==> src/rtl/fetch_pkg.sv <==
// Shared types and defaults for the minicpu instruction fetch stage.
package fetch_pkg;

    localparam int unsigned ADDR_W_DEF = 16;
    localparam int unsigned DATA_W_DEF = 16;

    typedef enum logic [1:0] {
        StIdle,
        StReq,
        StDiscard
    } fetch_state_t;

    typedef struct packed {
        logic [ADDR_W_DEF-1:0] addr;
        logic [DATA_W_DEF-1:0] data;
    } fetch_entry_t;

endpackage

==> src/rtl/fetch_fifo.sv <==
// Prefetch FIFO: DEPTH entries of {addr, data}, head word visible on the output.
module fetch_fifo
    import fetch_pkg::*;
#(
    parameter int unsigned DEPTH  = 2,
    parameter int unsigned ADDR_W = ADDR_W_DEF,
    parameter int unsigned DATA_W = DATA_W_DEF,
    localparam int unsigned PTR_W = $clog2(DEPTH),
    localparam int unsigned CNT_W = PTR_W + 1
) (
    input  logic              clock,
    input  logic              reset,
    input  logic              push,
    input  logic [ADDR_W-1:0] push_addr,
    input  logic [DATA_W-1:0] push_data,
    input  logic              pop,
    input  logic              flush,
    output logic [CNT_W-1:0]  count,
    output logic              head_valid,
    output logic [ADDR_W-1:0] head_addr,
    output logic [DATA_W-1:0] head_data
);

    logic [ADDR_W-1:0] addr_mem [DEPTH];
    logic [DATA_W-1:0] data_mem [DEPTH];
    logic [PTR_W-1:0]  wr_q;
    logic [PTR_W-1:0]  rd_q;
    logic [CNT_W-1:0]  count_q;

    always_ff @(posedge clock) begin
        if (reset || flush) begin
            wr_q    <= '0;
            rd_q    <= '0;
            count_q <= '0;
        end else begin
            if (push) wr_q <= wr_q + 1'b1;
            if (pop)  rd_q <= rd_q + 1'b1;
            case ({push, pop})
                2'b10:   count_q <= count_q + 1'b1;
                2'b01:   count_q <= count_q - 1'b1;
                default: count_q <= count_q;
            endcase
        end
    end

    always_ff @(posedge clock) begin
        if (push && !(reset || flush)) begin
            addr_mem[wr_q] <= push_addr;
            data_mem[wr_q] <= push_data;
        end
    end

    // Empty FIFO presents zeros rather than stale storage.
    assign count      = count_q;
    assign head_valid = (count_q != '0);
    assign head_addr  = head_valid ? addr_mem[rd_q] : '0;
    assign head_data  = head_valid ? data_mem[rd_q] : '0;

endmodule

==> src/rtl/fetch_unit.sv <==
// Instruction fetch stage: req/ack memory reads into a prefetch FIFO, drives PC inc/load.
// Optional FETCH_PERF_EN adds perf_fetched / perf_flushed counters.
module fetch_unit
    import fetch_pkg::*;
#(
    parameter int unsigned ADDR_W = ADDR_W_DEF,
    parameter int unsigned DATA_W = DATA_W_DEF,
    parameter int unsigned DEPTH  = 2
) (
    input  logic              clock,
    input  logic              reset,
    input  logic [ADDR_W-1:0] pc_value,
    output logic              pc_inc,
    output logic              pc_load,
    output logic [ADDR_W-1:0] pc_load_addr,
    output logic              mem_req,
    output logic [ADDR_W-1:0] mem_addr,
    input  logic              mem_ack,
    input  logic [DATA_W-1:0] mem_rdata,
    output logic              instr_valid,
    input  logic              instr_ready,
    output logic [DATA_W-1:0] instr,
    output logic [ADDR_W-1:0] instr_pc,
    input  logic              redirect,
    input  logic [ADDR_W-1:0] redirect_pc
`ifdef FETCH_PERF_EN
    ,
    output logic [15:0]       perf_fetched,
    output logic [15:0]       perf_flushed
`endif
);

    localparam int unsigned CNT_W = $clog2(DEPTH) + 1;
    localparam logic [CNT_W-1:0] CNT_FULL = CNT_W'(DEPTH);
    localparam logic [CNT_W-1:0] CNT_LAST = CNT_W'(DEPTH - 1);

    fetch_state_t     state_q;
    logic [CNT_W-1:0] count;
    logic             push;
    logic             pop;
    logic             room_now;
    logic             room_after;

    assign push         = (state_q == StReq) && mem_ack && !redirect && !reset;
    assign pop          = instr_valid && instr_ready && !reset;
    assign pc_inc       = push;
    assign pc_load      = redirect && !reset;
    assign pc_load_addr = redirect_pc;
    assign room_now     = (count < CNT_FULL);
    // A slot survives this push if a pop frees one or at least two are free now.
    assign room_after   = pop || (count < CNT_LAST);

    always_ff @(posedge clock) begin
        if (reset) begin
            state_q  <= StIdle;
            mem_req  <= 1'b0;
            mem_addr <= '0;
        end else begin
            unique case (state_q)
                StIdle: begin
                    if (redirect) begin
                        state_q  <= StReq;
                        mem_req  <= 1'b1;
                        mem_addr <= redirect_pc;
                    end else if (room_now) begin
                        state_q  <= StReq;
                        mem_req  <= 1'b1;
                        mem_addr <= pc_value;
                    end
                end
                StReq: begin
                    if (mem_ack) begin
                        if (redirect) begin
                            mem_addr <= redirect_pc;
                        end else if (room_after) begin
                            mem_addr <= pc_value + 1'b1;
                        end else begin
                            state_q <= StIdle;
                            mem_req <= 1'b0;
                        end
                    end else if (redirect) begin
                        // The bus forbids withdrawing a request; wait it out.
                        state_q <= StDiscard;
                    end
                end
                StDiscard: begin
                    if (mem_ack) begin
                        state_q  <= StReq;
                        mem_addr <= redirect ? redirect_pc : pc_value;
                    end
                end
                default: state_q <= StIdle;
            endcase
        end
    end

    fetch_fifo #(
        .DEPTH  (DEPTH),
        .ADDR_W (ADDR_W),
        .DATA_W (DATA_W)
    ) u_fifo (
        .clock      (clock),
        .reset      (reset),
        .push       (push),
        .push_addr  (mem_addr),
        .push_data  (mem_rdata),
        .pop        (pop),
        .flush      (redirect),
        .count      (count),
        .head_valid (instr_valid),
        .head_addr  (instr_pc),
        .head_data  (instr)
    );

`ifdef FETCH_PERF_EN
    always_ff @(posedge clock) begin
        if (reset) begin
            perf_fetched <= '0;
            perf_flushed <= '0;
        end else begin
            if (push)     perf_fetched <= perf_fetched + 16'd1;
            if (redirect) perf_flushed <= perf_flushed + 16'd1;
        end
    end
`endif

endmodule

==> config.mk <==
export PLATFORM = sky130hd
export DESIGN_NAME = fetch_unit
export DESIGN_NICKNAME = d
export VERILOG_FILES = /design/src/rtl/fetch_pkg.sv /design/src/rtl/fetch_fifo.sv /design/src/rtl/fetch_unit.sv
export SDC_FILE = /design/constraint.sdc
export NUM_CORES = 1
export LEC_CHECK = 0
export ABC_CLOCK_PERIOD_IN_PS = 4200
export CORE_ASPECT_RATIO = 2
export CORE_UTILIZATION = 35
export DETAILED_ROUTE_END_ITERATION = 8
export DONT_BUFFER_PORTS = 1
export SLEW_MARGIN = 25
export SYNTH_ARGS = -nofsm -noshare
export SYNTH_HDL_FRONTEND = slang
export SYNTH_SLANG_ARGS = --single-unit
==> constraint.sdc <==
create_clock -name clock -period 4.2 [get_ports clock]
set_input_delay 0.21 -clock clock [delete_from_list [all_inputs] [get_ports clock]]
set_output_delay 0.21 -clock clock [all_outputs]
set_load 0.005 [all_outputs]
# [Word-level counts from Yosys, hierarchy flattened]
# Memory sizes are Yosys's and may differ from the RTL's. A register that Yosys moved wholly into a read port is not among the register bits.
# Cells that the tools add are included.
[classes] add_sub_neg=5 magnitude_cmp=2 n_eq_ne=13 n_mux=31 reduce_logical=20
[op_table] cell="$mux W16" n=9
[op_table] cell="$pmux W16 S3" n=1
[op_table] cell="$add A16 B1 Y16 const B" n=1
[op_table] cell="$ne A3 B3 Y1 const B" n=5
[op_table] cell="$reduce_and A5 Y1" n=3
[op_table] cell="$mux W2" n=7
[op_table] cell="$mux W1" n=11
[op_table] cell="$ne A2 B2 Y1 const B" n=4
[op_table] cell="$logic_and A1 B1 Y1" n=7
[op_table] cell="$pmux W2 S3" n=1
[op_table] cell="$reduce_bool A2 Y1" n=3
[op_table] cell="$eq A2 B1 Y1 const B" n=2
[op_table] cell="$eq A2 B2 Y1 const B" n=2
[op_table] cell="$pmux W2 S2" n=1
[op_table] cell="$logic_not A1 Y1" n=3
[op_table] cell="$reduce_bool A3 Y1" n=1
[op_table] cell="$add A1 B1 Y1 const B" n=2
[op_table] cell="$add A2 B1 Y2 const B" n=1
[op_table] cell="$logic_not A2 Y1" n=1
[op_table] cell="$logic_or A1 B1 Y1" n=2
[op_table] cell="$lt A2 B1 Y1 const B" n=1
[op_table] cell="$lt A2 B2 Y1 const B" n=1
[op_table] cell="$pmux W1 S2" n=1
[op_table] cell="$sub A2 B1 Y2 const B" n=1
[word_totals] reg_bits=23 ramBits=64 in_bits=53 out_inout_bits=68 elab_cells=79 mem_count=2
[mem_list] name="u_fifo.addr_mem" depth=2 width=16 rd=1 rd_ports_with_merged_regs=1 write_ports=1 line="fetch_fifo.sv:24" source="logic [ADDR_W-1:0] addr_mem [DEPTH];"
[mem_list] name="u_fifo.data_mem" depth=2 width=16 rd=1 rd_ports_with_merged_regs=1 write_ports=1 line="fetch_fifo.sv:25" source="logic [DATA_W-1:0] data_mem [DEPTH];"

# [Depth between registers and ports, before layout]
# Gate-level depths: netlist (run 1).
[depth] word_depth=8 mapped_depth=9 depth_no_buf=8

# [Cells and area by module]
# From an unflattened synthesis (run 1), not the netlist that was laid out.
[hier_totals] cells_unflattened=340 hier_area_um2=4207.8
[modules_own_cells] module="fetch_fifo" instances=1 cells_per_inst=158 area_each_um2=2618.8 seq_area_each_um2=2021.9
[modules_own_cells] module="fetch_unit" instances=1 cells_per_inst=182 area_each_um2=1589.0 seq_area_each_um2=380.4

# [Least setup slack after synthesis (run 1)]
# No wires, ideal clock.
[synth_path] kind="register -> register" startpoint="register state_q[0]" endpoint="memory u_fifo.addr_mem[0][0] in the netlist's numbering (enable)" arrival_ns=2.437 required_ns=3.779 slack_ns=1.342 path_stages_with_launch=6 period_less_slack_ns=2.858 cell_sequence="dfxtp_1 -> nor2b_1 -> buf_4 -> nand2_4 -> or2_2 -> nor2_1"
[synth_between] elab_chain_len=7
[synth_rtl] item="from (decl)" line="fetch_unit.sv:37" source="fetch_state_t state_q;"
[synth_rtl] item="from (signal assigned)" line="fetch_unit.sv:55" source="state_q <= StIdle;"
[synth_rtl] item="from (signal assigned)" line="fetch_unit.sv:62" source="state_q <= StReq;"
[synth_rtl] item="from (signal assigned)" line="fetch_unit.sv:66" source="state_q <= StReq;"
[synth_rtl] item="$eq A2 B1 Y1" line="fetch_unit.sv:44" source="assign push = (state_q == StReq) && mem_ack && !redirect && !reset;"
[synth_rtl] item="$logic_and A1 B1 Y1 (3 in series)" line="fetch_unit.sv:44"
[synth_rtl] item="$logic_and A1 B1 Y1" line="fetch_fifo.sv:47" source="if (push && !(reset || flush)) begin"
[synth_rtl] item="$mux W1" line="fetch_fifo.sv:47"
[synth_rtl] item="$mux W1 (not written as such)" line="fetch_fifo.sv:48" source="addr_mem[wr_q] <= push_addr;"
[synth_rtl] item="to (decl)" line="fetch_fifo.sv:24"
# Every way passes these cells.

# [Worst setup path in the final report (run 1)]
[layout_path] startpoint="register state_q[0]" endpoint="memory u_fifo.addr_mem[1][10] in the netlist's numbering (enable)"
[layout_between] elab_chain_len=7
[layout_rtl] item="$eq A2 B1 Y1" line="fetch_unit.sv:44"
[layout_rtl] item="$logic_and A1 B1 Y1 (3 in series)" line="fetch_unit.sv:44"
[layout_rtl] item="via pc_inc" line="fetch_unit.sv:13" source="output logic pc_inc,"
[layout_rtl] item="$logic_and A1 B1 Y1" line="fetch_fifo.sv:47"
[layout_rtl] item="$mux W1" line="fetch_fifo.sv:47"
[layout_rtl] item="$mux W1 (not written as such)" line="fetch_fifo.sv:48"
# The timed path passes the listed nets, and every way through them passes these cells.

==> run_results.csv, run 1 <==
group,metric,value,unit
timing,hold_violations,0,
clocking,cts_resized,0,
logic_synthesis,synth_area,0.00408,mm²
min_path,hold_start,"redirect_pc[12]",
worst_setup_path,cp.arrival,2.74,ns
logic_synthesis,ys.flop_type,"edfxtp_1",
grt,grt_usage,0.144,
route,vias,2388,
floorplanning,num_rows,55,
placement,dpl.hpwl,6.06,mm
timing,setup_ws,1.41,ns
floorplanning,start_util,0.359,
logic_synthesis,synthArstFlopShare,0,
logic_synthesis,synth_most_common_cell,"edfxtp_1",
timing,period_minus_slack,2.79,ns
finish,syn_to_final_growth,9.76,%
finish,multi_input_comb_area,0.00141,mm²
placement,dp_slack,1.36,ns
timing,finClkSkew,0.00638,ns
timing,slew_headroom,0.330,
placement,gp_congestion,0.791,
logic_synthesis,ys_seq_area_frac,0.589,
clocking,cts_made_buffers,9,
min_path,holdPathStages,2,
grt,grt_start_max_net_pins,34,
timing,final_max_slew_viol_count,0,
worst_setup_path,crit_path_end_kind,"flip-flop",
placement,port_buffers,0,
pwr,ir_worst_vdd,0.191,mV
floorplanning,die_x,78.3,µm
pwr,powerDensity,404,mW/mm²
route,drtIter0Drc,112,
finish,drive_gt1_frac,0.0914,
worst_setup_path,critPathLaunch,"state_q[0]",
route,routed_wl,8.33,mm
worst_setup_path,cp_max_fo,32,
grt,antenna_found_initial,0,
timing,period_share,0.664,
logic_synthesis,synth_seq_cells,88,
worst_setup_path,critical_path_class,"flip-flop to flip-flop",
floorplanning,ioPinCount,121,
timing,tns,0,ns
route,first_pass_iters,4,
clocking,clock_sinks,88,
logic_synthesis,synth_top_cells_by_count,"64 x edfxtp_1, 41 x nor2_1, 39 x mux2i_1",
logic_synthesis,yosysTopAreaCell,"edfxtp_1",
logic_synthesis,synth_top_area_frac,0.471,
logic_synthesis,yosysUniqueCellTypes,44,
logic_synthesis,avgSynthCellArea,12.1,µm²
logic_synthesis,synthCells,338,
worst_setup_path,reg2reg_from,"state_q[0]",
logic_synthesis,synth_area_leaders,"edfxtp_1 47%, dfxtp_1 12%, mux2i_1 9.6%, nor2_1 3.8%, buf_4 3.1%",
worst_setup_path,reg2reg_slack,1.41,ns
finish,n_fill_cell,1120,
route,antenna_left,0,
finish,final-seq-area,0.00240,mm²
min_path,hold_class,"input pin to flip-flop",
clocking,clk_path_buf_depth,2,
floorplanning,die_area,0.0121,mm²
logic_synthesis,ys_warn_count,0,
pwr,p_leak,1.46,nW
clocking,path_clk_slew,0.06,ns
clocking,root_buffer,"clkbuf_16",
route,routed_via_density,4.96,
status,status,"finished, final reports clean",
floorplanning,core,0.0114,mm²
logic_synthesis,syn-num-nets,394,
logic_synthesis,synth-edff-count,64,
finish,insertedDiodeCount,0,
timing,grt_setup_unrepaired,"no",
worst_setup_path,crit_required,4.16,ns
grt,grt_pass1_wl,12.9,mm
clocking,insertion_delay,0.33,ns
grt,overflow,0,
finish,final_nets,390,
grt,grt_pass1_vias,2503,
route,wl_per_cell,17.3,µm
worst_setup_path,max_stage_delay,0.71,ns
job,maxCapViolations,0,
floorplanning,die_h,155,µm
worst_setup_path,r2r_end,"u_fifo.addr_mem[1][10]",
worst_setup_path,cp-start-kind,"flip-flop",
worst_setup_path,slowest_stage,"nor2b_1",
route,drc_errors,0,
timing,fmax,359,MHz
timing,setup_violations,0,
clocking,htreeDepth,3,
timing,worstMarginPinSlew,1.00,ns
clocking,cts_tree,"done",
worst_setup_path,rr_worst_depth,5,
worst_setup_path,path_cells,"nor2b_1, nand2_4, or2_2, inv_1, and2_2",
min_path,worstHoldEndpoint,"mem_addr[12]",
per-stage QoR:
step	total power [W]	util	area, µm²	std cells	hold slack, ns
after floorplan	0.00111	-	4080	338	0.287
after global placement	0.00111	0.355	4030	447	0.286
after detailed placement	0.00112	0.355	4030	447	0.288
after CTS	0.00183	0.394	4480	481	0.0558
after global routing	0.00187	0.394	4480	481	0.0726
final	0.00181	0.394	4480	481	0.0730
area by class of cell:
| class | instances | share of cell area |
|---|---|---|
| repair buffers | 19 | 0.0419 |
| multi-input cells | 208 | 0.316 |
| flip-flops and latches | 88 | 0.537 |
| clock buffers | 9 | 0.0503 |
| well taps | 142 | 0.0397 |
| inverters | 8 | 0.00671 |
| clock inverters | 7 | 0.00867 |
cell usage in the layout (no fill, tap or decap), drive strengths merged, types with 4 or more instances in the layout:
| master | netlist | routed |
|---|---|---|
| inv | 8 | 8 |
| xor2 | 4 | 4 |
| dfxtp | 24 | 24 |
| nor3 | 5 | 5 |
| nor2 | 41 | 41 |
| clkinv | 0 | 6 |
| edfxtp | 64 | 64 |
| o21ai | 6 | 6 |
| clkbuf | 7 | 9 |
| nand2 | 26 | 26 |
| dlygate4sd3 | 0 | 18 |
| a21oi | 16 | 16 |
| nand4 | 7 | 7 |
| o211ai | 8 | 8 |
| nor2b | 5 | 5 |
| mux2i | 39 | 39 |
| nand3 | 7 | 7 |
| xnor2 | 10 | 10 |
| nand2b | 6 | 6 |
per-layer routing:
layer  GRT usage  part of all wire  up-vias
met5           0                 0        -
met3      0.0448             0.062       11
met1       0.132              0.35     1131
met4      0.0776             0.023        0
li1            -                 -     1173
met2       0.272              0.56       73
how the worst max path moves through the flow:
stage,end,slack [ns]
after CTS,u_fifo.data_mem[1][15],1.34
after global routing,u_fifo.addr_mem[1][15],1.23
final,u_fifo.addr_mem[1][10],1.41
after global placement,u_fifo.data_mem[1][2],1.46
after detailed placement,u_fifo.data_mem[1][2],1.36
after floorplan,u_fifo.addr_mem[0][0],1.34
worst max-delay path: cells and delay by family, from the launching register on:
family / cells / cell delay (ns)
buffers and inverters: 1 / 0.11
flip-flops: 1 / 0.43
AND/OR/NAND/NOR: 4 / 1.84
sequential cells by signal, summed over array words and instances, names as in the netlist, named ones only:
| register | cells |
|---|---|
| mem_addr | 16 |
| mem_req | 1 |
| state_q | 2 |
| u_fifo.addr_mem | 32 |
| u_fifo.count | 2 |
| u_fifo.data_mem | 32 |
| u_fifo.rd_q | 1 |
| u_fifo.wr_q | 1 |
report_power, final:
part,internal (W),switching [W]
combinational,0.0000554,0.0000656
clock,0.000393,0.000302
sequential,0.000962,0.0000288
total,0.00141,0.000396
cells by family (layout without fill, tap and decap cells):
family | count (synthesis) | after routing | synth area share
xor gates and xnor gates | 14 | 14 | 0.0301
muxes | 39 | 39 | 0.0957
buffers and inverters | 42 | 43 | 0.0666
DFF | 88 | 88 | 0.589
and+or+nand+nor | 112 | 112 | 0.140
AOI/OAI and AO/OA | 40 | 40 | 0.0694
adders and majority gates | 3 | 3 | 0.00921
repair_timing:
item,in CTS,in global routing
setup buffers,0,0
endpoints found under the setup margin,0,0
hold endpoints to repair,49,0
hold buffers,18,0
(Power assumes the default switching activity.)
==> inputs of run 2 (changes only) <==
--- a/config.mk
+++ b/config.mk
@@ -5,7 +5,7 @@
 export SDC_FILE = /design/constraint.sdc
 export NUM_CORES = 1
 export LEC_CHECK = 0
-export ABC_CLOCK_PERIOD_IN_PS = 4200
+export ABC_CLOCK_PERIOD_IN_PS = 2400
 export CORE_ASPECT_RATIO = 2
 export CORE_UTILIZATION = 35
 export DETAILED_ROUTE_END_ITERATION = 8
==> constraint.sdc (replaced) <==
create_clock -name clock -period 2.4 [get_ports clock]
set_input_delay 0.12 -clock clock [delete_from_list [all_inputs] [get_ports clock]]
set_output_delay 0.12 -clock clock [all_outputs]
set_load 0.005 [all_outputs]
==> run 2 against run 1 <==
Against the previous run: via count increased by 2.2%; clock skew barely moved; first-iteration DRC count decreased by 46%; clock power grew 86%; hold slack worse by 0.059 ns; combinational power increased by 86%; critical endpoint is now u_fifo.addr_mem[1][8]; cell area up 2.6%; maximum frequency increased by 45%; highest routed layer unchanged; flip-flop and latch count unchanged.
==> run_results.csv, run 2 (synthesized netlist as in run 1, its figures left out) <==
group,metric,value,unit
worst_setup_path,crit_required,2.41,ns
floorplanning,core,0.0114,mm²
finish,final_cell_mix,"64 x edfxtp_1, 40 x nor2_1, 39 x mux2i_1",
route,first_pass_iters,4,
finish,multi_input_comb_area,0.00141,mm²
finish,final_common_cell,"edfxtp_1",
clocking,path_clk_slew,0.06,ns
pwr,p_leak,1.52,nW
pwr,powerDensity,708,mW/mm²
finish,n_fill_cell,1089,
route,routed_wl,8.21,mm
grt,grt_pass1_wl,12.7,mm
finish,top_regs,"u_fifo.addr_mem (32), u_fifo.data_mem (32), mem_addr (16)",
worst_setup_path,critical_path_class,"flip-flop to flip-flop",
floorplanning,die_h,155,µm
finish,drive_gt1_frac,0.0977,
grt,grt_pass1_vias,2436,
route,routed_via_density,4.98,
pwr,ir_worst_vdd,0.364,mV
clocking,cts_resized,0,
timing,period_share,0.803,
timing,hold_violations,0,
floorplanning,die_area,0.0121,mm²
timing,setup_violations,0,
grt,overflow,0,
worst_setup_path,cp_max_fo,32,
status,status,"finished, final reports clean",
clocking,cts_made_buffers,9,
floorplanning,num_rows,55,
timing,fmax,519,MHz
grt,antenna_found_initial,0,
finish,insertedDiodeCount,0,
worst_setup_path,cp.arrival,1.94,ns
clocking,clock_sinks,88,
route,drc_errors,0,
floorplanning,start_util,0.359,
finish,syn_to_final_growth,12.6,%
clocking,cts_tree,"done",
clocking,htreeDepth,3,
grt,grt_busiest_layer,"met2",
finish,final_nets,399,
min_path,hold_class,"input pin to flip-flop",
clocking,ctsHoldBuffers,20,
finish,final_cell_area,0.00459,mm²
clocking,insertion_delay,0.32,ns
timing,slew_headroom,0.553,
grt,grt_use_met2,0.261,
timing,final_max_slew_viol_count,0,
clocking,cts_setup_buffers,0,
placement,dpl.hpwl,5.96,mm
route,drtIter0Drc,61,
grt,grt_start_max_net_pins,34,
placement,gp_congestion,0.761,
grt,grt_util_met3,0.0425,
timing,grt_setup_unrepaired,"no",
clocking,clk_path_buf_depth,2,
grt,grt_usage,0.141,
route,wl_per_cell,16.8,µm
job,maxCapViolations,0,
placement,port_buffers,0,
clocking,root_buffer,"clkbuf_16",
worst_setup_path,crit_path_end_kind,"flip-flop",
placement,place_area,0.00410,mm²
timing,worstMarginPinSlew,0.669,ns
route,antenna_left,0,
finish,final-seq-area,0.00240,mm²
timing,tns,0,ns
timing,period_minus_slack,1.93,ns
floorplanning,ioPinCount,121,
route,vias,2441,
floorplanning,die_x,78.3,µm
grt,grt_use_met1,0.136,
timing,finClkSkew,0.00634,ns
worst_setup_path,cp-start-kind,"flip-flop",
## run 2: final cells by class
| class | count | area share |
|---|---|---|
| clock buffers | 12 | 0.0515 |
| clock inverters | 4 | 0.00981 |
| inverters | 8 | 0.00654 |
| repair buffers | 28 | 0.0627 |
| flip-flops and latches | 88 | 0.523 |
| multi-input cells | 208 | 0.308 |
| well taps | 142 | 0.0387 |
## run 2: per-stage QoR
stage	total power, W	instances	util	setup WS, ns	hold slack, ns
global placement	0.00196	453	0.361	0.528	0.197
detailed placement	0.00196	453	0.361	0.478	0.198
CTS	0.00330	489	0.404	0.470	0.00112
finish	0.00325	490	0.405	0.474	0.0141
global route	0.00339	490	0.405	0.340	0.0124
floorplan	0.00195	338	-	0.0407	0.197
## run 2: final timing paths
check	startpoint	end	slack (ns)	depth (start not counted)
worst max-delay path	state_q[0]	u_fifo.addr_mem[1][8]	0.47	6
worst min-delay path	pc_value[10]	mem_addr[10]	0.01	3
worst max register to register	state_q[0]	u_fifo.addr_mem[1][8]	0.47	6
worst min register to register	mem_addr[15]	mem_addr[15]	0.50	2
## run 2: where the power goes
group | switching (W) | leakage (nW) | internal (W)
clock | 0.000495 | 0.132 | 0.000799
sequential | 0.0000491 | 0.778 | 0.00168
combinational | 0.000119 | 0.606 | 0.000106
## run 2: worst max-delay path, cell delays in order (launching register included)
cell and delay, ns:
dfxtp_1 0.43, nor2b_1 0.29, nand2_4 0.10, or2_2 0.33
inv_1 0.08, and2_2 0.16, buf_12 0.20
## run 2: metal layers
layer / part of all wire / up-vias
met5: 0 / -
li1: - / 1195
met1: 0.35 / 1159
met2: 0.56 / 80
met4: 0.024 / 0
met3: 0.066 / 7
